File: src/rtl/reset_seq_ctrl_if.sv
// Reset sequencer bundle: reboot request in, staged resets and status out.
interface reset_seq_ctrl_if;
   logic       soft_reboot_req;
   logic       p_reset_n;
   logic       clk_enb;
   logic       s_reset_n;
   logic       seq_busy;
   logic [3:0] soft_boot_cnt;

   modport master (
      input  soft_reboot_req,
      output p_reset_n,
      output clk_enb,
      output s_reset_n,
      output seq_busy,
      output soft_boot_cnt
   );

   modport slave (
      output soft_reboot_req,
      input  p_reset_n,
      input  clk_enb,
      input  s_reset_n,
      input  seq_busy,
      input  soft_boot_cnt
   );
endinterface

File: src/rtl/reset_seq_ctrl.sv
// Staged power-on / soft-reboot reset sequencer for strap and pinmux logic.
// Releases p_reset_n, clk_enb, s_reset_n in order; soft reboot keeps p_reset_n.
module reset_seq_ctrl #(
   parameter int CNT_W = 8,
   parameter int P_DLY = 16,
   parameter int C_DLY = 8,
   parameter int S_DLY = 8,
   parameter int H_DLY = 16
) (
   input  logic             clk,
   input  logic             e_reset_n,
   reset_seq_ctrl_if.master bus
);

   typedef enum logic [2:0] {
      WAIT_P,
      WAIT_C,
      WAIT_S,
      ACTIVE,
      HOLD
   } state_t;

   localparam logic [CNT_W-1:0] P_END = CNT_W'(P_DLY - 1);
   localparam logic [CNT_W-1:0] C_END = CNT_W'(C_DLY - 1);
   localparam logic [CNT_W-1:0] S_END = CNT_W'(S_DLY - 1);
   localparam logic [CNT_W-1:0] H_END = CNT_W'(H_DLY - 1);

   state_t           state;
   state_t           state_nxt;
   logic [CNT_W-1:0] cnt;
   logic [CNT_W-1:0] cnt_nxt;

   logic       p_q;
   logic       p_nxt;
   logic       c_q;
   logic       c_nxt;
   logic       s_q;
   logic       s_nxt;
   logic       busy_q;
   logic       busy_nxt;
   logic [3:0] boot_q;
   logic [3:0] boot_nxt;

   logic sync1;
   logic sync2;
   logic sync2_d;
   logic req_rise;

   // Request may be asynchronous; sync2_d gives the edge reference.
   always_ff @(posedge clk or negedge e_reset_n) begin
      if (!e_reset_n) begin
         sync1   <= 1'b0;
         sync2   <= 1'b0;
         sync2_d <= 1'b0;
      end else begin
         sync1   <= bus.soft_reboot_req;
         sync2   <= sync1;
         sync2_d <= sync2;
      end
   end

   assign req_rise = sync2 & ~sync2_d;

   always_ff @(posedge clk or negedge e_reset_n) begin
      if (!e_reset_n) begin
         state  <= WAIT_P;
         cnt    <= '0;
         p_q    <= 1'b0;
         c_q    <= 1'b0;
         s_q    <= 1'b0;
         busy_q <= 1'b1;
         boot_q <= 4'd0;
      end else begin
         state  <= state_nxt;
         cnt    <= cnt_nxt;
         p_q    <= p_nxt;
         c_q    <= c_nxt;
         s_q    <= s_nxt;
         busy_q <= busy_nxt;
         boot_q <= boot_nxt;
      end
   end

   always_comb begin
      state_nxt = state;
      cnt_nxt   = cnt + 1'b1;
      p_nxt     = p_q;
      c_nxt     = c_q;
      s_nxt     = s_q;
      boot_nxt  = boot_q;
      unique case (state)
         WAIT_P: begin
            if (cnt == P_END) begin
               p_nxt     = 1'b1;
               cnt_nxt   = '0;
               state_nxt = WAIT_C;
            end
         end
         WAIT_C: begin
            if (cnt == C_END) begin
               c_nxt     = 1'b1;
               cnt_nxt   = '0;
               state_nxt = WAIT_S;
            end
         end
         WAIT_S: begin
            if (cnt == S_END) begin
               s_nxt     = 1'b1;
               cnt_nxt   = '0;
               state_nxt = ACTIVE;
            end
         end
         ACTIVE: begin
            cnt_nxt = '0;
            if (req_rise) begin
               s_nxt     = 1'b0;
               c_nxt     = 1'b0;
               state_nxt = HOLD;
               if (boot_q != 4'hF) begin
                  boot_nxt = boot_q + 4'd1;
               end
            end
         end
         HOLD: begin
            // p_reset_n is left alone so sticky straps survive.
            if (cnt == H_END) begin
               cnt_nxt   = '0;
               state_nxt = WAIT_C;
            end
         end
         default: begin
            cnt_nxt   = '0;
            state_nxt = WAIT_P;
         end
      endcase
      busy_nxt = (state_nxt != ACTIVE);
   end

   assign bus.p_reset_n     = p_q;
   assign bus.clk_enb       = c_q;
   assign bus.s_reset_n     = s_q;
   assign bus.seq_busy      = busy_q;
   assign bus.soft_boot_cnt = boot_q;

endmodule

File: src/flat_wrapper.sv
// flat-port wrapper written by rule: the top's interface ports become plain ports
module reset_seq_ctrl_flat 
#(
   parameter int CNT_W = 8,
   parameter int P_DLY = 16,
   parameter int C_DLY = 8,
   parameter int S_DLY = 8,
   parameter int H_DLY = 16
)
  (clk, e_reset_n, bus_soft_reboot_req, bus_p_reset_n, bus_clk_enb, bus_s_reset_n, bus_seq_busy, bus_soft_boot_cnt);
  reset_seq_ctrl_if bus_i ();
  input  logic clk;
  input  logic e_reset_n;
  input wire logic [$bits(bus_i.soft_reboot_req)-1:0] bus_soft_reboot_req;
  output wire logic [$bits(bus_i.p_reset_n)-1:0] bus_p_reset_n;
  output wire logic [$bits(bus_i.clk_enb)-1:0] bus_clk_enb;
  output wire logic [$bits(bus_i.s_reset_n)-1:0] bus_s_reset_n;
  output wire logic [$bits(bus_i.seq_busy)-1:0] bus_seq_busy;
  output wire logic [$bits(bus_i.soft_boot_cnt)-1:0] bus_soft_boot_cnt;
  assign bus_i.soft_reboot_req = bus_soft_reboot_req;
  assign bus_p_reset_n = bus_i.p_reset_n;
  assign bus_clk_enb = bus_i.clk_enb;
  assign bus_s_reset_n = bus_i.s_reset_n;
  assign bus_seq_busy = bus_i.seq_busy;
  assign bus_soft_boot_cnt = bus_i.soft_boot_cnt;
  reset_seq_ctrl #(.CNT_W(CNT_W), .P_DLY(P_DLY), .C_DLY(C_DLY), .S_DLY(S_DLY), .H_DLY(H_DLY)) u_core (.clk(clk), .e_reset_n(e_reset_n), .bus(bus_i));
endmodule
File: config.mk
export PLATFORM = sky130hd
export DESIGN_NAME = reset_seq_ctrl_flat
export DESIGN_NICKNAME = d
export VERILOG_FILES = /design/src/rtl/reset_seq_ctrl_if.sv /design/src/rtl/reset_seq_ctrl.sv /design/src/flat_wrapper.sv
export SDC_FILE = /design/constraint.sdc
export NUM_CORES = 1
export LEC_CHECK = 0
export BUFFER_PORTS_ARGS = -buffer_cell sky130_fd_sc_hd__buf_2
export CORE_MARGIN = 4
export CORE_UTILIZATION = 60
export CTS_CLUSTER_DIAMETER = 30
export CTS_CLUSTER_SIZE = 25
export DETAILED_ROUTE_END_ITERATION = 16
export PLACE_DENSITY = 0.93
export SLEW_MARGIN = 10
export SYNTH_ARGS = -nofsm -noshare
export SYNTH_HDL_FRONTEND = slang
export SYNTH_SLANG_ARGS = --single-unit
File: constraint.sdc
create_clock -name clk -period 4.3 [get_ports clk]
set_input_delay 0.86 -clock clk [delete_from_list [all_inputs] [get_ports clk]]
set_output_delay 0.86 -clock clk [all_outputs]
set_load 0.005 [all_outputs]
==> flow_results.xml <==
<?xml version="1.0" encoding="UTF-8"?>
<metrics>
  <group name="status">
    <metric name="status" unit="">completed</metric>
  </group>
  <group name="die">
    <metric name="die_width" unit="um">49.38</metric>
    <metric name="start_util" unit="%">65.89</metric>
    <metric name="row_count" unit="">14</metric>
    <metric name="die_height" unit="um">49.38</metric>
    <metric name="core" unit="sq um">1559</metric>
    <metric name="fp.dieArea" unit="sq um">2438</metric>
    <metric name="io_pins" unit="">11</metric>
  </group>
  <group name="yosys">
    <metric name="synth_cell_types" unit="">35</metric>
    <metric name="synthArstFlopShare" unit="%">100.0</metric>
    <metric name="synth_top_area_cell" unit="">sky130_fd_sc_hd__dfrtp_1</metric>
    <metric name="post_synth_most_frequent_cells" unit="">sky130_fd_sc_hd__dfrtp_1, sky130_fd_sc_hd__a21oi_1</metric>
    <metric name="yosysSeqAreaShare" unit="%">53.71</metric>
    <metric name="syn-instance-count" unit="">92</metric>
    <metric name="netlist.area_leader.share" unit="%">51.16</metric>
    <metric name="syn-num-nets" unit="">97</metric>
    <metric name="yosys-top-cells-area" unit="">sky130_fd_sc_hd__dfrtp_1, sky130_fd_sc_hd__a21oi_1, sky130_fd_sc_hd__mux2_2, sky130_fd_sc_hd__dfstp_2, sky130_fd_sc_hd__xnor2_1</metric>
    <metric name="yosys.cell_count.top_type" unit="">sky130_fd_sc_hd__dfrtp_1</metric>
    <metric name="ys_warn_count" unit="">0</metric>
    <metric name="syn-mean-instance-area" unit="sq um">11.17</metric>
    <metric name="synth_enable_flop_cells" unit="">0</metric>
    <metric name="yosys_register_bits" unit="">22</metric>
    <metric name="synth_area" unit="sq um">1027</metric>
    <metric name="synthFlopType" unit="">sky130_fd_sc_hd__dfrtp_1</metric>
  </group>
  <group name="cts">
    <metric name="number_of_instances_resized_during_post_cts_repair" unit="">0</metric>
    <metric name="clock_sinks" unit="">22</metric>
    <metric name="cts_clk_pin_slew_worst_paths" unit="ns">0.11</metric>
    <metric name="cts_max_level" unit="">1</metric>
    <metric name="cts_setup_buffers" unit="">0</metric>
    <metric name="cts_made_buffers" unit="">3</metric>
    <metric name="cts_hold_repair.buffers" unit="">0</metric>
    <metric name="cts-root-buf" unit="">sky130_fd_sc_hd__clkbuf_4</metric>
    <metric name="ctsLongestPathBuffers" unit="">2</metric>
    <metric name="cts_tree" unit="">yes</metric>
    <metric name="clock_latency" unit="ns">0.30</metric>
  </group>
  <group name="timing">
    <metric name="clock.fmax" unit="MHz">543.8</metric>
    <metric name="tightestPinTransition" unit="ns">0.8639</metric>
    <metric name="setup_tns" unit="ns">0</metric>
    <metric name="slew_headroom" unit="%">41.88</metric>
    <metric name="final.min_clock_period" unit="ns">1.839</metric>
    <metric name="timing.final.hold_violations" unit="">0</metric>
    <metric name="finClkSkew" unit="ns">0.001569</metric>
    <metric name="fin_crit_sh" unit="%">42.77</metric>
    <metric name="grt_setup_unrepaired" unit="">false</metric>
    <metric name="maxSlewViolCount" unit="">0</metric>
    <metric name="setup-violations-final" unit="">0</metric>
  </group>
  <group name="drt">
    <metric name="drt.antenna.violating_nets" unit="">0</metric>
    <metric name="drc_marker_count_from_the_first_detailed_route_iteration" unit="">17</metric>
    <metric name="routedWlPerCell" unit="um">16.39</metric>
    <metric name="routed_wl" unit="um">1950</metric>
    <metric name="num_vias" unit="">763</metric>
    <metric name="drc_markers" unit="">0</metric>
    <metric name="route.detailed.vias_per_inst" unit="">6.412</metric>
    <metric name="first_pass_iters" unit="">4</metric>
  </group>
  <group name="global_route">
    <metric name="grt_pass1_vias" unit="">694</metric>
    <metric name="grt_start_max_net_pins" unit="">23</metric>
    <metric name="groute.usage.overall" unit="%">18.62</metric>
    <metric name="grtUsageMet3" unit="%">6.422</metric>
    <metric name="wire_length_of_the_first_global_routing_pass" unit="um">3443</metric>
    <metric name="most_used_routing_layer" unit="">met2</metric>
    <metric name="antenna_found_initial" unit="">0</metric>
    <metric name="groute.layer.met2.usage" unit="%">27.90</metric>
    <metric name="gr-total-overflow" unit="">0</metric>
    <metric name="met1_usage" unit="%">26.04</metric>
  </group>
  <group name="cells_and_area">
    <metric name="multi_input_logic_area" unit="sq um">446.7</metric>
    <metric name="layout-drive-gt1-share" unit="%">19.42</metric>
    <metric name="utilization" unit="%">71.19</metric>
    <metric name="fill_cells" unit="">113</metric>
    <metric name="seq_area" unit="sq um">551.8</metric>
    <metric name="design_area" unit="sq um">1110</metric>
    <metric name="num-nets-final" unit="">109</metric>
    <metric name="syn_to_final_growth" unit="%">8.039</metric>
    <metric name="diodes" unit="">0</metric>
  </group>
  <group name="worst_hold_path">
    <metric name="hp-class" unit="">reg2reg</metric>
  </group>
  <group name="placed_design">
    <metric name="placed_cell_area" unit="sq um">1084</metric>
    <metric name="place.port_buffers" unit="">10</metric>
    <metric name="gp_routability_congestion" unit="">0.8312</metric>
    <metric name="dp_hpwl" unit="um">1435</metric>
  </group>
  <group name="worst_setup_path">
    <metric name="critical_path.endpoint_type" unit="">flop</metric>
    <metric name="crit_required" unit="ns">4.50</metric>
    <metric name="crit_fanout" unit="">10</metric>
    <metric name="worst-r2r-setup-slack" unit="ns">2.46</metric>
    <metric name="worst_setup_path_class" unit="">reg2reg</metric>
    <metric name="worst_setup_path_start_kind" unit="">flop</metric>
    <metric name="cp.arrival" unit="ns">2.04</metric>
  </group>
  <group name="flow_run">
    <metric name="timing.max_cap.violations" unit="">0</metric>
  </group>
  <group name="pwr">
    <metric name="vdd_drop_max" unit="mV">0.3292</metric>
    <metric name="p_leak" unit="nW">0.4892</metric>
    <metric name="power_density" unit="nW/um^2">530.0</metric>
  </group>
</metrics>
sequential cells by signal, summed over array words and instances (netlist names):
register                  flops
u_core.state                  3
u_core.bus.soft_boot_cnt      4
u_core.sync2_d                1
u_core.bus.seq_busy           1
u_core.sync2                  1
u_core.cnt                    8
u_core.bus.clk_enb            1
u_core.bus.s_reset_n          1
u_core.sync1                  1
u_core.bus.p_reset_n          1
worst paths after layout:
kind | depth (start not counted) | from | end
max reg2reg | 3 | u_core.state[0] | u_core.bus.soft_boot_cnt[1]
min reg2reg | 0 | u_core.sync1 | u_core.sync2
max | 3 | u_core.state[0] | u_core.bus.soft_boot_cnt[1]
min in group asynchronous | 1 | e_reset_n | u_core.bus.clk_enb
max in group asynchronous | 1 | e_reset_n | u_core.bus.seq_busy
min | 0 | u_core.sync1 | u_core.sync2
cell families (layout without fill, tap and decap cells):
group	Yosys count	after routing	synth area share, %
buf+inv	7	18	2.801
simple gates	27	27	16.81
compound gates	26	26	16.69
flops	22	22	53.72
fa+ha+maj	2	2	2.436
xor+xnor	5	5	4.264
mux	3	3	3.288
power by group:
part           switching, mW  total [mW]  internal (mW)
Combinational         0.0963       0.177         0.0804
Sequential            0.0624       0.316          0.253
Clock                 0.0596      0.0958         0.0362
through the flow:
step	setup WS [ns]	cells	power, mW	hold WS (ns)
2_1_floorplan	2.695	92	0.4359	0.3312
5_1_grt	2.322	119	0.6352	0.4078
4_1_cts	2.486	119	0.5894	0.3868
6_report	2.461	119	0.5883	0.3772
3_3_place_gp	2.570	115	0.4786	0.3343
3_5_place_dp	2.502	115	0.4945	0.3542
critical path: stages (launching register included):
cell,delay [ns]
sky130_fd_sc_hd__dfrtp_1,0.55
sky130_fd_sc_hd__nand4b_1,0.32
sky130_fd_sc_hd__a311oi_1,0.49
sky130_fd_sc_hd__mux2_2,0.38
cell usage in the layout, fill, tap and decap left out, drive strengths merged:
master,netlist,routed
nand2,2,2
buf,2,10
or4,2,2
o41ai,1,1
or3,3,3
nand3b,1,1
nand4b,2,2
and3b,1,1
or4bb,1,1
dfrtp,21,21
o21ai,6,6
o211ai,2,2
xnor2,3,3
dfstp,1,1
nor3,1,1
nor3b,1,1
a21boi,1,1
a21oi,7,7
nand3,4,4
mux2,3,3
o22ai,1,1
clkbuf,1,4
a211o,1,1
xor2,2,2
ha,2,2
inv,4,4
nor2,4,4
a22oi,3,3
nand4,2,2
o21bai,1,1
nand2b,2,2
nor4,1,1
a41oi,2,2
a311oi,1,1
per-layer routing:
layer  routed length [um]  vias to the layer above
met4                   16                        0
met1                  843                      361
met3                  120                        2
met2                  970                       33
met5                    0                        -
li1                     -                      367
area by class of cell:
class,count,share of cell area [%]
inverter,4,1.353
tap,16,1.804
multi-input combinational,63,40.25
timing repair buffer,10,4.510
sequential,22,49.72
clock buffer,4,2.368
(Power assumes the default switching activity.)
